`src/rtl/core_pkg.sv`:
```
// core_pkg: types and constants shared by the fetch stage and the
// pipeline registers that follow it.
//   fetch_state_t      : fetch FSM states
//   OP/F3/F7 _LSB/_MSB : instruction field positions used by decode
//   NOP_INSTR          : canonical no-op (addi x0, x0, 0)
package core_pkg;

    typedef enum logic [1:0] {
        BOOT = 2'd0,
        REQ  = 2'd1,
        WAIT = 2'd2,
        HOLD = 2'd3
    } fetch_state_t;

    localparam int OP_LSB = 0;
    localparam int OP_MSB = 4;
    localparam int F3_LSB = 12;
    localparam int F3_MSB = 14;
    localparam int F7_LSB = 25;
    localparam int F7_MSB = 31;

    localparam logic [31:0] NOP_INSTR = 32'h0000_0013;

endpackage

```
`src/rtl/fetch_stage_if.sv`:
```
// fetch_stage_if: instruction-memory request/response bus.
//   imem_req    master -> slave : request valid
//   imem_addr   master -> slave : byte address of the request
//   imem_ready  slave -> master : memory accepts the request this cycle
//   imem_rvalid slave -> master : response valid, one pulse per accepted request
//   imem_rdata  slave -> master : instruction word
//
// Handshake: a request transfers on a rising edge where imem_req and
// imem_ready are both 1; until then imem_req stays 1 and imem_addr stays
// stable (a branch redirect is the only thing allowed to retarget a waiting
// request). The response has no ready: the master must take imem_rvalid in
// the cycle it is presented, at least one cycle after the accepting edge.
interface fetch_stage_if #(
    parameter int XLEN = 32
);
    logic            imem_req;
    logic [XLEN-1:0] imem_addr;
    logic            imem_ready;
    logic            imem_rvalid;
    logic [XLEN-1:0] imem_rdata;

    modport master (
        output imem_req,
        output imem_addr,
        input  imem_ready,
        input  imem_rvalid,
        input  imem_rdata
    );

    modport slave (
        input  imem_req,
        input  imem_addr,
        output imem_ready,
        output imem_rvalid,
        output imem_rdata
    );
endinterface

```
`src/rtl/if_id_register.sv`:
```
// if_id_register: one pipeline register slot (valid, instr, pc).
//   clk, rst         : clock, asynchronous active-high reset
//   load             : capture instr_in/pc_in as a live entry
//   hold             : keep the current entry bit-exact (downstream stall)
//   flush            : kill the current entry
//   instr_in, pc_in  : entry to capture
//   valid, instr, pc : register contents
// Priority is flush > hold > load. With none of them the slot empties,
// since an entry that is not held has been consumed downstream.
module if_id_register #(
    parameter int              XLEN        = 32,
    parameter logic [XLEN-1:0] RESET_INSTR = '0
) (
    input  logic            clk,
    input  logic            rst,
    input  logic            load,
    input  logic            hold,
    input  logic            flush,
    input  logic [XLEN-1:0] instr_in,
    input  logic [XLEN-1:0] pc_in,
    output logic            valid,
    output logic [XLEN-1:0] instr,
    output logic [XLEN-1:0] pc
);

    always_ff @(posedge clk or posedge rst) begin
        if (rst) begin
            valid <= 1'b0;
            instr <= RESET_INSTR;
            pc    <= '0;
        end else if (flush) begin
            valid <= 1'b0;
        end else if (!hold) begin
            valid <= load;
            if (load) begin
                instr <= instr_in;
                pc    <= pc_in;
            end
        end
    end

endmodule

```
`src/rtl/fetch_stage.sv`:
```
// fetch_stage: owns the PC, issues single-outstanding instruction-memory
// requests and presents the fetched word in the IF/ID register together
// with its decode fields.
//   clk, rst        : clock, asynchronous active-high reset
//   imem            : instruction-memory bus (master side)
//   stall_d         : decode cannot accept; IF/ID holds
//   redirect        : taken-branch pulse, retargets fetch to redirect_pc
//   valid_d, instr_d, pc_d, pc_plus4_d : IF/ID contents
//   op_d, funct3_d, funct7_d           : fields split out of instr_d
//   state_dbg, skid_valid_dbg          : FSM state and skid occupancy
module fetch_stage
    import core_pkg::*;
#(
    parameter int              XLEN     = 32,
    parameter logic [XLEN-1:0] RESET_PC = '0
) (
    input  logic                 clk,
    input  logic                 rst,
    fetch_stage_if.master        imem,
    input  logic                 stall_d,
    input  logic                 redirect,
    input  logic [XLEN-1:0]      redirect_pc,
    output logic                 valid_d,
    output logic [XLEN-1:0]      instr_d,
    output logic [XLEN-1:0]      pc_d,
    output logic [XLEN-1:0]      pc_plus4_d,
    output logic [4:0]           op_d,
    output logic [2:0]           funct3_d,
    output logic [6:0]           funct7_d,
    output fetch_state_t         state_dbg,
    output logic                 skid_valid_dbg
);

    fetch_state_t    state;
    logic [XLEN-1:0] pc;
    logic [XLEN-1:0] req_pc;
    logic            drop;
    logic            skid_valid;
    logic [XLEN-1:0] skid_instr;
    logic [XLEN-1:0] skid_pc;

    logic            ifid_free;
    logic            resp_live;
    logic            load_from_mem;
    logic            load_from_skid;
    logic            ifid_load;
    logic [XLEN-1:0] ifid_instr_in;
    logic [XLEN-1:0] ifid_pc_in;

    // Bus outputs come only from registered state, never from an input.
    assign imem.imem_req  = (state == REQ);
    assign imem.imem_addr = pc;

    // A stalled slot only blocks loading while it holds something live.
    assign ifid_free = !valid_d || !stall_d;

    // A response counts only if it belongs to the current path.
    assign resp_live      = (state == WAIT) && imem.imem_rvalid && !drop && !redirect;
    assign load_from_mem  = resp_live && ifid_free;
    assign load_from_skid = (state == HOLD) && !stall_d && !redirect;
    assign ifid_load      = load_from_mem || load_from_skid;
    assign ifid_instr_in  = load_from_skid ? skid_instr : imem.imem_rdata;
    assign ifid_pc_in     = load_from_skid ? skid_pc    : req_pc;

    always_ff @(posedge clk or posedge rst) begin
        if (rst) begin
            state      <= BOOT;
            pc         <= RESET_PC;
            req_pc     <= RESET_PC;
            drop       <= 1'b0;
            skid_valid <= 1'b0;
            skid_instr <= XLEN'(NOP_INSTR);
            skid_pc    <= '0;
        end else begin
            case (state)
                BOOT: begin
                    if (redirect) pc <= redirect_pc;
                    state <= REQ;
                end
                REQ: begin
                    if (redirect) pc <= redirect_pc;
                    if (imem.imem_ready) begin
                        // The accepted request carries the old pc; if a
                        // redirect lands in the same cycle its answer is stale.
                        req_pc <= pc;
                        drop   <= redirect;
                        state  <= WAIT;
                    end
                end
                WAIT: begin
                    if (redirect) begin
                        pc <= redirect_pc;
                        if (imem.imem_rvalid) begin
                            drop  <= 1'b0;
                            state <= REQ;
                        end else begin
                            drop <= 1'b1;
                        end
                    end else if (imem.imem_rvalid) begin
                        if (drop) begin
                            drop  <= 1'b0;
                            state <= REQ;
                        end else begin
                            pc <= req_pc + XLEN'(4);
                            if (ifid_free) begin
                                state <= REQ;
                            end else begin
                                skid_valid <= 1'b1;
                                skid_instr <= imem.imem_rdata;
                                skid_pc    <= req_pc;
                                state      <= HOLD;
                            end
                        end
                    end
                end
                HOLD: begin
                    if (redirect) begin
                        pc         <= redirect_pc;
                        skid_valid <= 1'b0;
                        state      <= REQ;
                    end else if (!stall_d) begin
                        skid_valid <= 1'b0;
                        state      <= REQ;
                    end
                end
                default: state <= BOOT;
            endcase
        end
    end

    if_id_register #(
        .XLEN        (XLEN),
        .RESET_INSTR (XLEN'(NOP_INSTR))
    ) u_if_id (
        .clk      (clk),
        .rst      (rst),
        .load     (ifid_load),
        .hold     (stall_d && valid_d),
        .flush    (redirect),
        .instr_in (ifid_instr_in),
        .pc_in    (ifid_pc_in),
        .valid    (valid_d),
        .instr    (instr_d),
        .pc       (pc_d)
    );

    assign pc_plus4_d = pc_d + XLEN'(4);
    assign op_d       = instr_d[OP_MSB:OP_LSB];
    assign funct3_d   = instr_d[F3_MSB:F3_LSB];
    assign funct7_d   = instr_d[F7_MSB:F7_LSB];

    assign state_dbg      = state;
    assign skid_valid_dbg = skid_valid;

endmodule

```
`src/flat_wrapper.sv`:
```
// flat-port wrapper written by rule: the top's interface ports become plain ports
module fetch_stage_flat import core_pkg::*;
#(
    parameter int              XLEN     = 32,
    parameter logic [XLEN-1:0] RESET_PC = '0
)
  (clk, rst, stall_d, redirect, redirect_pc, valid_d, instr_d, pc_d, pc_plus4_d, op_d, funct3_d, funct7_d, state_dbg, skid_valid_dbg, imem_imem_req, imem_imem_addr, imem_imem_ready, imem_imem_rvalid, imem_imem_rdata);
  fetch_stage_if #(.XLEN(XLEN)) imem_i ();
  input  logic clk;
  input  logic rst;
  input  logic stall_d;
  input  logic redirect;
  input  logic [XLEN-1:0] redirect_pc;
  output logic valid_d;
  output logic [XLEN-1:0] instr_d;
  output logic [XLEN-1:0] pc_d;
  output logic [XLEN-1:0] pc_plus4_d;
  output logic [4:0] op_d;
  output logic [2:0] funct3_d;
  output logic [6:0] funct7_d;
  output fetch_state_t state_dbg;
  output logic skid_valid_dbg;
  output wire logic [$bits(imem_i.imem_req)-1:0] imem_imem_req;
  output wire logic [$bits(imem_i.imem_addr)-1:0] imem_imem_addr;
  input wire logic [$bits(imem_i.imem_ready)-1:0] imem_imem_ready;
  input wire logic [$bits(imem_i.imem_rvalid)-1:0] imem_imem_rvalid;
  input wire logic [$bits(imem_i.imem_rdata)-1:0] imem_imem_rdata;
  assign imem_imem_req = imem_i.imem_req;
  assign imem_imem_addr = imem_i.imem_addr;
  assign imem_i.imem_ready = imem_imem_ready;
  assign imem_i.imem_rvalid = imem_imem_rvalid;
  assign imem_i.imem_rdata = imem_imem_rdata;
  fetch_stage #(.XLEN(XLEN), .RESET_PC(RESET_PC)) u_core (.clk(clk), .rst(rst), .imem(imem_i), .stall_d(stall_d), .redirect(redirect), .redirect_pc(redirect_pc), .valid_d(valid_d), .instr_d(instr_d), .pc_d(pc_d), .pc_plus4_d(pc_plus4_d), .op_d(op_d), .funct3_d(funct3_d), .funct7_d(funct7_d), .state_dbg(state_dbg), .skid_valid_dbg(skid_valid_dbg));
endmodule
```
`config.mk`:
```
export PLATFORM = sky130hd
export DESIGN_NAME = fetch_stage_flat
export DESIGN_NICKNAME = d
export VERILOG_FILES = /design/src/rtl/core_pkg.sv /design/src/rtl/fetch_stage_if.sv /design/src/rtl/if_id_register.sv /design/src/rtl/fetch_stage.sv /design/src/flat_wrapper.sv
export SDC_FILE = /design/constraint.sdc
export NUM_CORES = 1
export LEC_CHECK = 0
export CORE_ASPECT_RATIO = 1.75
export CORE_UTILIZATION = 51
export CTS_BUF_LIST = sky130_fd_sc_hd__clkbuf_8 sky130_fd_sc_hd__clkbuf_16
export CTS_CLUSTER_DIAMETER = 80
export CTS_CLUSTER_SIZE = 12
export DETAILED_ROUTE_END_ITERATION = 8
export PLACE_DENSITY = 0.9
export SLEW_MARGIN = 20
export SYNTH_ARGS = -nofsm -noshare
export SYNTH_HDL_FRONTEND = slang
export SYNTH_HIERARCHICAL = 1
export SYNTH_SLANG_ARGS = --single-unit
```
`constraint.sdc`:
```
create_clock -name clk -period 6.4 [get_ports clk]
set_input_delay 1.92 -clock clk [delete_from_list [all_inputs] [get_ports clk]]
set_output_delay 1.92 -clock clk [all_outputs]
set_load 0.05 [all_outputs]
```
==> summary.txt <==
Finish
  • Fill count: 1,390
  • Reg area: 0.00494 mm²
  • Area of the multi-input gates: 0.00461 mm²
  • # nets final: about 1,000
  • Layout Area Growth over Synthesis: 27.5%
  • Utilization after layout: 66.3%
  • Fraction of layout cells with a size suffix above 1: 29.5%
  • N_diodes: 0

Logic synthesis
  • Most common cell in the netlist: dfrtp_1
  • Yosys top cell area share: 47.9%
  • Share of flip-flops with an asynchronous set or reset: 100%
  • Sequential share of the synthesized area: 49.4%
  • Netlist cell types: 49
  • Post-synth EDFFs: 0
  • Post-synthesis mux area share: ~27%
  • Synth Area in Simple Gates: ~8.3%
  • Syn Std Cell Area: ~0.010 mm²
  • Ys Warns: 6
  • Largest family of logic cells by synthesized area: multiplexers
  • Mapped Avg Cell Area: approximately 13 µm²
  • Synth cell count leaders: 191 x dfrtp_1, 161 x mux2_2, 60 x mux2_4, 39 x nand2_1, 29 x xor2_1
  • Synth Net Count: between 800 and 900
  • Synthesis-stage register bit count: slightly below 200
  • Adder-cell share of the synthesized area: 0.626%
  • Fraction of the mapped netlist area in compound gates: under 10%
  • Primary FF master, synth: dfrtp_1
  • Synth Area in XOR/XNOR: 4.91%
  • Synth area leader: dfrtp_1
  • Synth area leaders: dfrtp_1 48%, mux2_2 18%, mux2_4 9.0%
  • Post-Synthesis Cells: around 770

Worst hold path
  • Hold path endpoint: u_core/skid_instr[19]$_DFFE_PP0P_
  • Hold path depth: 1
  • Hold_sp: u_core/skid_instr[19]$_DFFE_PP0P_
  • Hold Path Class: reg -> reg

Route
  • Vias: 6,919
  • DRT iter0 DRCs: 286
  • Post-route ant nets: 0
  • Drt pass-1 iters: 4
  • DR vias/cell: 5.71
  • Wire per inst: 20.1 µm
  • Total wire length: ~24,000 µm
  • Drc violations: 0

Critical path
  • CP required: ~4.5 ns
  • FF-to-FF End: u_core/u_if_id/pc[23]$_DFFE_PP0P_
  • R2R cell count: 8
  • Cell family with most CP delay: simple AND/OR/NAND/NOR gates
  • Max FO, Critical Path: 7
  • R2R setup slack: between 3 and 4 ns
  • Critical path's largest stage delay: 0.84 ns
  • Most common cell on crit path: nand3_1
  • CP max-delay cell: clkdlybuf4s50_1
  • Worst setup EP type: primary output
  • Worst setup SP type: flop
  • Critical path cell sequence: and4_1 > nand3_1 > nor4_4 > nand3_1 > xnor2_1 > clkdlybuf4s50_1
  • Buf+Inv Stages, Crit Path: 1
  • Crit Path Category: reg -> out
  • Worst flop-to-flop path startpoint: u_core/state_dbg[0]$_DFFE_PP0P_
  • Crit path arrival time: 3.25 ns

Clock tree
  • Worst-path clk slew: 0.07 ns
  • Post-CTS Resized: 0
  • CTS max path bufs: 2
  • Clock Latency Late Sink: 0.44 ns
  • CTS Buf Count: 17
  • Clock root buffer: clkbuf_16
  • CTS tree: built
  • H-tree Lvls: 4
  • CTS Hold Bufs: 0
  • Post-CTS Setup Bufs: 0
  • Clock Sinks: about 200

Flow run
  • Max-Cap Viols: 0

STA
  • Endpoints failing setup: 0
  • Final max-slew violation count: 0
  • Tightest Pin Transition: 0.959 ns
  • Slew Limit Headroom: 36.1%
  • Hold Vio Cnt, Final: 0
  • Unrepaired setup endpoints after global routing: no
  • Crit path time final: 5.17 ns
  • Fmax: between 150 and 200 MHz
  • Period utilization: roughly 81%
  • Setup TNS: 0 ns
  • Setup Skew: 0.00791 ns

Floorplan
  • Core area: 0.0192 mm²
  • Starting density of the core: 52.0%
  • Io pins: 218
  • Die extent in y: 187 µm
  • Num rows: 67
  • Die area: 0.0202 mm²
  • Chip Width: 108 µm

Global route
  • Largest net degree at the start of global routing: 102
  • First-pass GRT wire length: approximately 38,000 µm
  • Vias in the first global route: 7,294
  • Initial antenna violation count: 0
  • Total track usage: 25.0%
  • Grt ovf: 0

Pwr
  • Worst IR Drop VDD: about 380 µV
  • Power density cells: 491 mW/mm²
  • Pleak: 5.53 nW

Run status
  • Status: complete, no violations

Placement
  • GPL Wtd Cong: around 0.84
  • I/O Buffers: 217
  • Post-detail-place hpwl: 16,800 µm
## metrics by stage
step	worst slack (ns)	cells	hold slack [ns]	instance area, µm²	power (mW)
global placement	1.63	1180	0.481	12100	5.13
global route	1.06	1212	0.516	12700	6.50
floorplan	0.959	771	0.474	9990	4.22
finish	1.23	1212	0.500	12700	6.25
CTS	1.19	1212	0.504	12700	6.28
detailed placement	1.55	1180	0.487	12100	5.20
## power by group
part | switching [mW] | internal [mW] | total (mW)
logic | 1.89 | 1.24 | 3.13
registers | 0.476 | 1.59 | 2.06
clock network | 0.506 | 0.554 | 1.06
## registers in the layout, indices dropped and copies added, names as in the netlist
name                   count
u_core/imem.imem_addr     32
u_core/req_pc             32
u_core/skid_instr         32
u_core/skid_pc            32
u_core/u_if_id/instr      32
u_core/u_if_id/pc         32
u_core/state_dbg           2
u_core/drop                1
u_core/skid_valid_dbg      1
u_core/u_if_id/valid       1
## kinds of logic (layout without fill, tap and decap cells)
group / after synthesis / in the layout
AOI/OAI and AO/OA: 79 / 79
xor gates and xnor gates: 56 / 56
adders and majority gates: 5 / 5
buffers and inverters: 69 / 269
DFF: 197 / 197
muxes: 223 / 223
and+or+nand+nor: 142 / 142
## layer usage
| metal | global-route usage, % | vias to the layer above | routed length [µm] |
|---|---|---|---|
| met5 | 0 | - | 0 |
| met4 | 13.9 | 0 | 1050 |
| met3 | 4.01 | 53 | 840 |
| met2 | 44.6 | 230 | 13200 |
| met1 | 27.5 | 3524 | 9260 |
| li1 | - | 3112 | - |
## worst max-delay path by stage
| stage | end | startpoint | depth (start not counted) |
|---|---|---|---|
| finish | pc_plus4_d[25] | u_core/u_if_id/pc[17]$_DFFE_PP0P_ | 6 |
| global route | pc_plus4_d[24] | u_core/u_if_id/pc[9]$_DFFE_PP0P_ | 6 |
| CTS | pc_plus4_d[25] | u_core/u_if_id/pc[17]$_DFFE_PP0P_ | 6 |
| detailed placement | u_core/u_if_id/pc[9]$_DFFE_PP0P_ | redirect | 6 |
| global placement | u_core/u_if_id/pc[23]$_DFFE_PP0P_ | redirect | 8 |
| floorplan | u_core/drop$_DFFE_PP0P_ | rst | 1 |
## cell usage in the layout, fill, tap and decap left out, types with 2 or more instances in the layout
master             n
clkdlybuf4s50_1  217
dfrtp_1          191
mux2_2           161
mux2_4            60
nand2_1           39
xor2_1            29
o21ai_0           28
xnor2_1           27
nor2_1            22
nand4_1           20
nand3_1           20
a22oi_1           20
clkbuf_16         17
a21oi_1           14
inv_1              9
and3_1             9
inv_6              8
buf_4              7
dfstp_2            6
ha_1               5
nor4_4             4
o21ai_1            4
nor3_1             4
and2_1             4
o22ai_1            4
a31oi_1            4
nor2b_1            3
clkinvlp_4         2
clkinv_8           2
inv_2              2
a21o_1             2
and4_1             2
mux2i_1            2
## area by class of cell
class	instances	area share, %
repair buffers	225	17.6
multi-input cells	505	36.2
clock buffers	17	3.34
well taps	241	2.37
flip-flops and latches	197	38.8
clock inverters	15	1.29
inverters	12	0.393
## worst register-to-register path, delay by kind of cell (launching register included)
family / cells / cell delay, ns
AND/OR/NAND/NOR: 3 / 0.77
AO/OA/AOI/OAI: 1 / 0.17
multiplexers: 1 / 0.44
flip-flops: 1 / 0.44
buffers and inverters: 2 / 0.53
adder cells (fa/ha/maj): 1 / 0.28
No activity file was read; power rests on OpenSTA's default activity.
